--- src/rtl/newtag_enc.sv ---
// newtag_enc: sequential encoder for the newtag_d tag detector.
// Returns, per requested class, the next 8-bit vector (ascending, wrapping)
// whose detector output equals that class. Each class has its own pointer.
module newtag_enc #(
  parameter int unsigned CNT_W = 16
) (
  input  logic             clk,
  input  logic             rst_n,
  input  logic             req_valid,
  input  logic             req_class,
  output logic             req_ready,
  output logic             out_valid,
  input  logic             out_ready,
  output logic [7:0]       out_vec,
  output logic             out_class,
  output logic             wrapped,
  output logic [CNT_W-1:0] emit_cnt0,
  output logic [CNT_W-1:0] emit_cnt1
);

  localparam int unsigned VEC_W = 8;

  typedef enum logic [1:0] {
    IDLE   = 2'd0,
    SEARCH = 2'd1,
    HOLD   = 2'd2
  } state_t;

  state_t           state;
  logic [VEC_W-1:0] ptr0;
  logic [VEC_W-1:0] ptr1;
  logic [VEC_W-1:0] cand;
  logic             cls;
  logic             z_c;
  logic             hit_c;

  // Bit-exact model of the newtag_d detector output z0.
  function automatic logic detect(input logic [VEC_W-1:0] c);
    logic n19;
    n19 = c[3] & ~(c[4] & c[5]) & ~((c[4] | c[5]) & c[6] & c[7]);
    return ~(c[1] & ~c[0] & ~c[2] & ~n19);
  endfunction

  // Detector evaluation of the current candidate against the requested class.
  assign z_c   = detect(cand);
  assign hit_c = (z_c == cls);

  // Request/search/handoff controller with registered outputs.
  always_ff @(posedge clk) begin
    if (!rst_n) begin
      state     <= IDLE;
      ptr0      <= '0;
      ptr1      <= '0;
      cand      <= '0;
      cls       <= 1'b0;
      req_ready <= 1'b1;
      out_valid <= 1'b0;
      out_vec   <= '0;
      out_class <= 1'b0;
      wrapped   <= 1'b0;
      emit_cnt0 <= '0;
      emit_cnt1 <= '0;
    end else begin
      wrapped <= 1'b0;
      case (state)
        IDLE: begin
          if (req_valid) begin
            cand      <= req_class ? ptr1 : ptr0;
            cls       <= req_class;
            req_ready <= 1'b0;
            state     <= SEARCH;
          end
        end
        SEARCH: begin
          if (hit_c) begin
            out_vec   <= cand;
            out_class <= cls;
            out_valid <= 1'b1;
            if (cls) begin
              ptr1 <= cand + VEC_W'(1);
            end else begin
              ptr0 <= cand + VEC_W'(1);
            end
            // Only a pointer rolling over from 0xFF counts as a wrap.
            wrapped <= (cand == {VEC_W{1'b1}});
            state   <= HOLD;
          end else begin
            cand <= cand + VEC_W'(1);
          end
        end
        HOLD: begin
          if (out_ready) begin
            out_valid <= 1'b0;
            req_ready <= 1'b1;
            if (cls) begin
              if (emit_cnt1 != {CNT_W{1'b1}}) emit_cnt1 <= emit_cnt1 + CNT_W'(1);
            end else begin
              if (emit_cnt0 != {CNT_W{1'b1}}) emit_cnt0 <= emit_cnt0 + CNT_W'(1);
            end
            state <= IDLE;
          end
        end
        default: begin
          out_valid <= 1'b0;
          req_ready <= 1'b1;
          state     <= IDLE;
        end
      endcase
    end
  end

endmodule
--- config.mk ---
export PLATFORM = sky130hd
export DESIGN_NAME = newtag_enc
export DESIGN_NICKNAME = d
export VERILOG_FILES = /design/src/rtl/newtag_enc.sv
export SDC_FILE = /design/constraint.sdc
export NUM_CORES = 1
export LEC_CHECK = 0
export BUFFER_PORTS_ARGS = -buffer_cell sky130_fd_sc_hd__clkbuf_2
export CAP_MARGIN = 40
export CORE_AREA = 5 5 80 101
export DETAILED_ROUTE_END_ITERATION = 10
export DIE_AREA = 0 0 85 106
export PLACE_DENSITY = 0.78
export SLEW_MARGIN = 20
export SYNTH_ARGS = -nofsm -noshare
export SYNTH_HDL_FRONTEND = slang
export SYNTH_SLANG_ARGS = --single-unit
--- constraint.sdc ---
create_clock -name clk -period 2 [get_ports clk]
set_input_delay 0.1 -clock clk [delete_from_list [all_inputs] [get_ports clk]]
set_output_delay 0.1 -clock clk [all_outputs]
set_load 0.05 [all_outputs]
# Yosys cells after proc, flatten, opt, wreduce, memory -nomap -nowiden
# Cells that the tools add are included.
# classes
n_addsub	3
mul	0
n_div	0
order_cmp	0
n_eq_ne	10
shift	0
muxes	14
n_bitwise	18
n_reduce_logical	13
# op_table
operator	count
16-bit by 1-bit adder with 16-bit output, second input constant	2
16-bit != test, second input constant	2
8-bit 2-to-1 mux	3
3-bit AND reduction	7
8-bit case mux with 2 select lines	1
1-bit inverter	9
8-bit by 1-bit adder with 8-bit output, second input constant	1
1-bit AND	8
8-bit equality test, second input constant	1
2-bit != test, second input constant	4
4-bit AND reduction	2
2-bit 2-to-1 mux	3
1-bit case mux with 3 select lines	2
2-bit case mux with 3 select lines	1
1-bit 2-to-1 mux	4
2-bit AND reduction	2
2-bit by 1-bit equality test with 1-bit output, second input constant	1
2-bit equality test, second input constant	1
2-bit logical NOT	1
2-bit nonzero test	1
1-bit equality test	1
1-bit bitwise OR	1
# word_totals
reg_bits	71
latchBits	0
mem_bits_rw	0
rom_bits	0
in_bits	5
output_inout_bits	44
word_cells	70
n_memories	0

# Logic depth before layout (Yosys ltp)
# Gate-level depths: netlist (run 1).
# logic_depth
depth_word	11
mapped_depth	11
depth_no_buf	9

# Worst setup path after synthesis (run 1)
# Ideal clock, no wire load.
# synth_path
path_type	reg2reg
startpoint	register emit_cnt0[0]
endpoint	register emit_cnt0[12]
setup_time_ps	70
t_arrival_ps	1934
setup_slack_ps	-4
stages_incl_launch_ff	7
n_path_buf	1
period_less_slack_ps	2004
path_cell_list	dfxtp_1 ha_1 and2_1 buf_2 nand4_1 or4_1 a21oi_1
# synth_via
elab_chain_cells	2
word_cells_on_any_way	3
classes_between	add/sub (1); eq/ne (1); reduce/logical (1)
# synth_rtl
element	line_no	text
from (decl)	17	output logic [CNT_W-1:0] emit_cnt0,
from (signal assigned)	98	if (emit_cnt0 != {CNT_W{1'b1}}) emit_cnt0 <= emit_cnt0 + CNT_W'(1);
branches (longest 2 deep; another with 16-bit by 1-bit adder with 16-bit output)	n/a	
# Parallel ways; which one is timed is not known.
# A chain may end at the register's enable or synchronous reset.

# Final worst setup path (run 1)
# layout_path
startpoint	register cand[5]
endpoint	register cand[4]
# layout_via
elab_chain_cells	11
word_cells_on_any_way	14
classes_between	eq/ne (2); bitwise (11); reduce/logical (1)
# layout_rtl
element	line_no	text
from (decl)	32	logic [VEC_W-1:0] cand;
from (signal assigned)	68	cand <= req_class ? ptr1 : ptr0;
from (signal assigned)	88	cand <= cand + VEC_W'(1);
1-bit bitwise OR	40	n19 = c[3] & ~(c[4] & c[5]) & ~((c[4] | c[5]) & c[6] & c[7]);
1-bit AND (2 in series)	40	
1-bit inverter	40	
1-bit AND *	40	
1-bit inverter *	41	return ~(c[1] & ~c[0] & ~c[2] & ~n19);
1-bit AND *	41	
1-bit inverter *	41	
1-bit equality test *	46	assign hit_c = (z_c == cls);
2-bit != test (no line) *	n/a	
3-bit AND reduction (no line) *	n/a	
# Mark *: on every way between the ends. The rest lies on a longest branch, timed or not.

==> impl_metrics.yaml, run 1 <==
clocking:
  hold_buffers: 0
  clkLatencyLatePin_ns: 0.35
  clk_pin_slew_ns: 0.07
  h-tree-depth: 3
  clock-sinks: 71
  numCtsBuffers: 9
  clock_path_buffers: 2
  cts_tree: "done"
  cts-root-buf: "clkbuf_8"
timing:
  hold_viol: 0
  setup_viol: 0
  max_slew_margin_pct: 58.5
  worst_clock_skew_ns: 0.0129
  rsz0062_at_grt: "no"
  finalSetupTns_ns: 0
  fmax_mhz: 524
  holdWs_ns: 0.0580
  period_share_pct: 95.5
  slew_viol_final: 0
  tightest_slew_ns: 0.623
  min_period_ns: 1.91
worst_setup_path:
  r2r_slack_ns: 0.09
  path_class: "register to register"
  arrival_ns: 2.21
  r2r_start: "cand[5]"
  crit_start: "cand[5]"
  cp-start-kind: "register"
  crit_end: "cand[4]"
  reg2reg_depth: 9
  worstSetupEndpointType: "register"
  critPathMaxFanout: 5
  reg2reg_to: "cand[4]"
  crit_required_ns: 2.30
routing:
  drtPass1Iterations: 4
  wl_per_cell_um: 14.0
  vias_per_cell: 5.65
  wl_mm: 7.89
  drc_errors: 0
  ant_nets: 0
  vias: 3182
  drt_iter0_markers: 219
grt:
  grtUsageTotal_pct: 18.2
  grt_max_degree: 49
  grt_pass1_wl_mm: 13.5
  overflow: 0
  antenna_found_initial: 0
  first_global_vias: 2961
pwr:
  seqPwrFrac_pct: 48.2
  p_comb_share_pct: 10.1
  switching_share_pct: 25.0
  intPower_uw: 2290
  pwr-share-clk_pct: 41.7
  power_leakage_uw: 0.00155
  switchingPower_uw: 762
  power_density_nw_per_um2: 736
  ir_drop_v: 0.000481
synthesis:
  async_flop_share_pct: 0
  ys_warn_count: 0
  synth-seq-cells: 71
  synthCells: 417
  yosysUniqueCellTypes: 59
  ys.flop_type: "dfxtp_1"
  synth_edf_count: 0
  netlist_area_um2: 3520
  synth_area_per_cell_um2: 8.45
  synthesis.nets: 428
  yosysSeqAreaShare_pct: 40.3
placed_design:
  portBuffers: 48
  gp_congestion: 0.890
  place_hpwl_mm: 5.51
cells_and_area:
  n_antenna_cell: 0
  drive_above_1_share_pct: 21.9
  layout.nets: 477
  syn2layout_area_growth_pct: 17.7
worst_hold_path:
  hold_class: "input port to register"
floorplanning:
  die_h_um: 106
  dieArea_um2: 9010
  core_um2: 7090
  die_w_um: 85
  num_rows: 35
  ioPinCount: 49
  initial_core_util_pct: 49.7
run_status:
  outcome: "finished clean"
flow_run:
  maxCapViolations: 0
-- critical path, cell delays in order, from the launching register on --
cell,delay (ns)
dfxtp_2,0.34
a22oi_1,0.17
o21ai_1,0.09
nand3b_1,0.10
inv_1,0.05
ha_1,0.29
nand2_1,0.07
a21o_1,0.21
a2111oi_1,0.37
a31o_2,0.16
-- synthesized netlist by cell type, drive strengths merged, types with 8 or more instances --
cell type  count  area, µm²
nor4           9       56.3
nand2         52        195
o21ai         21        105
nand2b        15       93.8
inv            9       33.8
nor2          28        105
clkbuf        22       82.6
a21oi         34        174
a211oi        18        135
buf            8       41.3
mux2i         24        240
or4            9       67.6
dfxtp         71       1420
nand4         10       83.8
nand3         16       85.1
-- power groups by stage --
stage / Combinational [µW] / Sequential, µW / Clock (µW)
after floorplan: 186 / 1520 / 0
after global placement: 283 / 1500 / 0
after detailed placement: 289 / 1500 / 0
after CTS: 292 / 1470 / 1300
after global routing: 336 / 1480 / 1370
final: 307 / 1470 / 1270
-- state kept, by name, summed over array words and instances (netlist names), 2 cells and up --
register,flops
ptr0,8
ptr1,8
out_vec,8
emit_cnt1,16
cand,8
state,2
emit_cnt0,16
-- per-layer routing --
metal	routed length (µm)	GRT usage, %	vias up
met5	0	0	-
met4	128	8.60	0
met3	398	3.88	10
met2	3950	31.1	66
met1	3410	21.5	1499
li1	-	-	1607
-- cell families after synthesis --
family,after synthesis,synth area share (%)
and+or+nand+nor,169,26.1
adders and majority gates,6,2.13
muxes,24,6.82
AOI/OAI and AO/OA,103,18.9
DFF,71,40.3
xor gates and xnor gates,5,1.24
buffers and inverters,39,4.47
-- metrics by stage --
step	utilization (%)	instance area, µm²	std cells	total power (µW)	setup WS [ns]
after floorplan	-	3530	417	1700	0.0186
after CTS	58.0	4120	561	3060	0.0227
after global placement	54.9	3890	545	1780	0.129
after detailed placement	54.9	3890	545	1790	0.0347
after global routing	58.4	4150	563	3190	0.00386
final	58.4	4150	563	3050	0.0906
-- worst min path at each step --
stage / from / to / slack, ns / depth (start not counted)
floorplan: rst_n / emit_cnt0[5] / 0.26 / 2
global placement: out_ready / req_ready / 0.41 / 3
detailed placement: out_ready / req_ready / 0.42 / 3
CTS: out_ready / req_ready / 0.06 / 3
global route: out_ready / req_ready / 0.07 / 3
finish: out_ready / req_ready / 0.06 / 3
-- cell type report --
class | count | area, µm²
clock inverter | 6 | 83.8
tap | 92 | 115
timing repair buffer | 68 | 394
multi-input combinational | 307 | 1960
inverter | 9 | 33.8
sequential | 71 | 1430
clock buffer | 10 | 138
fill | 657 | 2950
-- what timing repair did --
item | 4_1_cts | 5_1_grt
endpoints found under the setup margin | 1 | 21
endpoints found under the hold margin | 0 | 0
pin swaps | 0 | 2
resized for setup | 1 | 12
buffers inserted | 0 | 2
-- cells in the final DEF (no fill, tap or decap), types with 15 or more instances in the layout --
master	synthesis	final
a211oi_1	18	18
nor2_1	28	28
o21ai_0	21	17
a21oi_1	33	33
buf_4	1	19
dfxtp_1	71	67
nand2b_1	15	15
nand2_1	52	52
clkbuf_2	0	48
nand3_1	15	15
mux2i_1	24	24
Power figures use the tool's default switching activity.
==> run 2, diff against run 1 <==
- GPL_TIMING_DRIVEN: default -> 0
- SLEW_MARGIN: 20 -> 0
==> run 2 against run 1 <==
Against the previous run: power up 9.5%; fmax down 1.1%; sequential share of layout area down 0.93 points; routed wire length up 16%; die area unchanged; largest power group is now the clock network.
==> impl_metrics.yaml, run 2 (synthesis results as in run 1) <==
worst_setup_path:
  cp-start-kind: "register"
  path_cells: "a22oi_2, o21ai_1, nand3b_1, inv_2, ha_4, nand2_2, a21o_4, buf_8, o21ai_2, a21oi_1"
  path_class: "register to register"
  worstSetupEndpointType: "register"
  crit_buf_inv: 2
  crit_family: "compound AO/OA/AOI/OAI gates"
  critPathMaxFanout: 5
  cpMaxStageDelayCell: "dfxtp_1"
  crit_required_ns: 2.20
  cp_slowest_stage_delay_ns: 0.38
  arrival_ns: 2.13
grt:
  grtUsageTotal_pct: 20.3
  first_global_vias: 3261
  grt_use_met2_pct: 36.6
  use_met3_pct: 4.03
  grt_pass1_wl_mm: 15.1
  grt_max_degree: 13
  antenna_found_initial: 0
  grt-busiest-layer: "met2"
  grt_util_met1_pct: 23.3
  overflow: 0
placed_design:
  dpl_worst_slack_ns: -0.310
  portBuffers: 48
  dp_cells: 557
  place_hpwl_mm: 6.24
  gp_congestion: 0.851
routing:
  drtPass1Iterations: 5
  ant_nets: 0
  wl_per_cell_um: 15.9
  drc_errors: 0
  drt_iter0_markers: 252
  wl_mm: 9.13
  vias_per_cell: 5.89
  vias: 3383
clocking:
  cts-root-buf: "clkbuf_8"
  numCtsBuffers: 9
  clk_pin_slew_ns: 0.08
  cts_tree: "done"
  hold_buffers: 0
  clkLatencyLatePin_ns: 0.34
  clock-sinks: 71
  h-tree-depth: 3
  clock_path_buffers: 2
run_status:
  outcome: "finished clean"
floorplanning:
  dieArea_um2: 9010
  die_w_um: 85
  num_rows: 35
  ioPinCount: 49
  core_um2: 7090
  initial_core_util_pct: 49.7
  die_h_um: 106
pwr:
  ir_drop_v: 0.000502
  p_total_uw: 3340
  power_density_nw_per_um2: 778
  power_leakage_uw: 0.00158
timing:
  hold_viol: 0
  holdWs_ns: 0.0390
  fmax_mhz: 518
  worst_clock_skew_ns: 0.00892
  rsz0062_at_grt: "yes"
  setup_viol: 0
  min_period_ns: 1.93
  tightest_slew_ns: 0.636
  period_share_pct: 96.5
  max_slew_margin_pct: 57.6
  setup_slack_ns: 0.0697
  slew_viol_final: 0
worst_hold_path:
  hold_class: "input port to register"
cells_and_area:
  layout_common_cells: "64 x dfxtp_1, 51 x nand2_1, 49 x clkbuf_2"
  final_common_cell: "dfxtp_1"
  stdcell_count: 574
  fill_cells: 631
  drive_above_1_share_pct: 23.0
  reg_top3: "emit_cnt0 x16, emit_cnt1 x16"
  layout.nets: 488
  n_antenna_cell: 0
  syn2layout_area_growth_pct: 21.9
flow_run:
  maxCapViolations: 0
[run 2: changes by cell type in the layout (fill, tap and decap cells not counted), sizes merged]
cell / delta
clkbuf: +16
buf: -5
clkinv: -3
bufinv: +2
clkinvlp: +1
[run 2: final timing paths]
path / start / end / slack [ns] / cells after the start
max: cand[7] / cand[3] / 0.07 / 10
min: rst_n / emit_cnt0[5] / 0.04 / 3
max reg2reg: cand[7] / cand[3] / 0.07 / 10
min reg2reg: out_vec[4] / out_vec[4] / 0.48 / 2
[run 2: per-layer routing]
| metal | routed length [µm] | share of wire (%) |
|---|---|---|
| met1 | 3830 | 42 |
| met2 | 4630 | 51 |
| met3 | 483 | 5.3 |
| met4 | 176 | 1.9 |
| met5 | 0 | 0 |
[run 2: power breakdown]
part | internal, µW | switching [µW]
clock network | 953 | 552
logic | 137 | 220
registers | 1450 | 34.3
[run 2: what timing repair did]
item | CTS | global route
hold endpoints to repair | 0 | 0
resized for setup | 14 | 21
setup endpoints to repair | 27 | 18
cloned | 0 | 1
setup buffers | 1 | 6
pin swaps | 3 | 4
[run 2: stage by stage]
step | util [%] | TNS (ns) | cell area, µm²
after global routing | 60.5 | -0.100 | 4300
after CTS | 58.9 | 0 | 4180
after floorplan | - | 0 | 3530
after global placement | 54.7 | -2.64 | 3880
after detailed placement | 54.7 | -4.01 | 3880
final | 60.5 | 0 | 4300
[run 2: cell type report]
type                       count  area, µm²  share of cell area, %
clock buffer                  10        128                   2.97
buffer                        23        109                   2.53
timing repair buffer          56        318                   7.40
clock inverter                 6        133                   3.09
multi-input combinational    307       2020                   47.1
inverter                       9       33.8                  0.786
sequential                    71       1440                   33.5
tap                           92        115                   2.68
[run 2: worst reg2reg max path, delay by kind of cell (launching register included)]
family | cells | cell delay [ns]
compound gates | 5 | 0.74
flops | 1 | 0.38
fa+ha+maj | 1 | 0.27
simple gates | 2 | 0.21
buf+inv | 2 | 0.20
==> run 3, diff against run 2 <==
- CORE_AREA: 5 5 80 101 -> 5 5 86 107
- DIE_AREA: 0 0 85 106 -> 0 0 91 112
- PLACE_DENSITY: 0.78 -> 0.7
==> run 3 against run 2 <==
Against the previous run: combinational power down 4%; fmax fell by 2.0%; count of clock-buffer cells in the layout grew 2; critical path depth shrank 1; routed wire length shrank 2.0%; utilization is 8.9 points lower; power shrank 13%; die area rose by 13%; largest cell class unchanged; setup slack got worse by 0.039 ns; sequential power is essentially flat; clock power shrank 28%; first-iteration DRC count down 9.9%.
==> impl_metrics.yaml, run 3 (synthesis results as in run 1) <==
run_status:
  outcome: "finished clean"
worst_hold_path:
  hold_class: "input port to register"
timing:
  tightest_slew_ns: 0.680
  hold_viol: 0
  max_slew_margin_pct: 54.7
  holdWs_ns: 0.0454
  fmax_mhz: 508
  min_period_ns: 1.97
  setup_viol: 0
  slew_viol_final: 0
  setup_slack_ns: 0.0302
  rsz0062_at_grt: "yes"
  period_share_pct: 98.5
  worst_clock_skew_ns: 0.00873
flow_run:
  maxCapViolations: 0
cells_and_area:
  final_common_cell: "dfxtp_1"
  reg_top3: "emit_cnt0 x16, emit_cnt1 x16"
  seq_area_um2: 1430
  drive_above_1_share_pct: 21.5
  layout.nets: 486
  fill_cells: 758
  syn2layout_area_growth_pct: 18.8
  layout_common_cells: "65 x dfxtp_1, 51 x nand2_1, 48 x clkbuf_2"
  n_antenna_cell: 0
  multi_input_comb_area_um2: 2010
  stdcell_count: 576
  fin_area_um2: 4190
routing:
  drtPass1Iterations: 4
  wl_per_cell_um: 15.5
  vias_per_cell: 5.71
  vias: 3291
  drc_errors: 0
  ant_nets: 0
  wl_mm: 8.95
  drt_iter0_markers: 227
pwr:
  power_density_nw_per_um2: 693
  ir_drop_v: 0.000631
  power_leakage_uw: 0.00153
clocking:
  clkLatencyLatePin_ns: 0.37
  clock_path_buffers: 2
  clock-sinks: 71
  cts-root-buf: "clkbuf_8"
  numCtsBuffers: 9
  clk_pin_slew_ns: 0.07
  h-tree-depth: 3
  cts_tree: "done"
grt:
  first_global_vias: 3152
  antenna_found_initial: 0
  grt_util_met1_pct: 21.9
  grt_pass1_wl_mm: 15.0
  grt_use_met2_pct: 28.9
  overflow: 0
  grtUsageTotal_pct: 17.8
  grt-busiest-layer: "met2"
  use_met3_pct: 4.80
  grt_max_degree: 12
placed_design:
  dpl_worst_slack_ns: -0.318
  placed_cell_area_um2: 3890
  dp_cells: 562
  portBuffers: 48
  place_hpwl_mm: 6.36
  gp_congestion: 0.870
worst_setup_path:
  critPathMaxFanout: 7
  arrival_ns: 2.27
  cpMaxStageDelayCell: "dfxtp_4"
  cp-start-kind: "register"
  path_cells: "a22oi_2, o21ai_1, nand3b_1, inv_2, ha_4, nand2_2, a21o_4, a2111oi_4, a31o_2"
  worstSetupEndpointType: "register"
  path_class: "register to register"
  cp_slowest_stage_delay_ns: 0.37
  crit_required_ns: 2.30
floorplanning:
  initial_core_util_pct: 43.5
  ioPinCount: 49
  core_um2: 8100
  dieArea_um2: 10200
  die_h_um: 112
  die_w_um: 91
  num_rows: 37
-- run 3: cell count changes in the layout (fill, tap and decap cells not counted), sizes merged --
cell,delta
buf,-2
bufinv,-4
clkbuf,+2
clkinv,+1
-- run 3: layer usage --
metal | wire length, µm | up-vias | part of all wire [%]
met5 | 0 | - | 0
met4 | 209 | 0 | 2.3
met3 | 413 | 19 | 4.6
met2 | 4330 | 73 | 48
met1 | 3990 | 1576 | 45
li1 | - | 1623 | -
-- run 3: worst paths after layout --
check / startpoint / end / slack, ns / cells after the start
worst max-delay path: cand[5] / cand[4] / 0.03 / 9
worst min register to register: out_vec[1] / out_vec[1] / 0.48 / 2
worst max register to register: cand[5] / cand[4] / 0.03 / 9
worst min-delay path: rst_n / emit_cnt0[5] / 0.05 / 3
-- run 3: critical path, delay by kind of cell, from the launching register on --
| family | cells | cell delay [ns] |
|---|---|---|
| compound gates | 5 | 0.98 |
| fa+ha+maj | 1 | 0.28 |
| buf+inv | 1 | 0.07 |
| flops | 1 | 0.37 |
| simple gates | 2 | 0.22 |
-- run 3: timing repair --
item | CTS | global route
buffers inserted | 1 | 3
pin swaps | 2 | 3
cloned | 0 | 1
hold buffers | 0 | 0
setup endpoints to repair | 35 | 22
gates resized for setup | 14 | 13
-- run 3: cell type report --
class                           count  share of cell area [%]
Clock buffer                       12                    3.94
Tap cell                           97                    2.90
Sequential cell                    71                    34.2
Timing Repair Buffer               53                    7.05
Multi-Input combinational cell    307                    47.9
Clock inverter                      3                   0.418
Inverter                            9                   0.807
Buffer                             24                    2.69
-- run 3: through the flow --
| step | power [µW] | TNS (ns) | utilization [%] |
|---|---|---|---|
| 2_1_floorplan | 1700 | 0 | - |
| 6_report | 2900 | 0 | 51.7 |
| 3_5_place_dp | 1790 | -4.54 | 48.0 |
| 3_3_place_gp | 1780 | -3.12 | 48.0 |
| 4_1_cts | 2880 | 0 | 50.7 |
| 5_1_grt | 3020 | -0.0307 | 51.7 |
-- run 3: power by group --
group / leakage, µW / internal, µW / switching [µW] / total, µW
combinational: 0.000860 / 130 / 212 / 342
clock: 0.0000942 / 540 / 541 / 1080
sequential: 0.000577 / 1450 / 33.6 / 1480
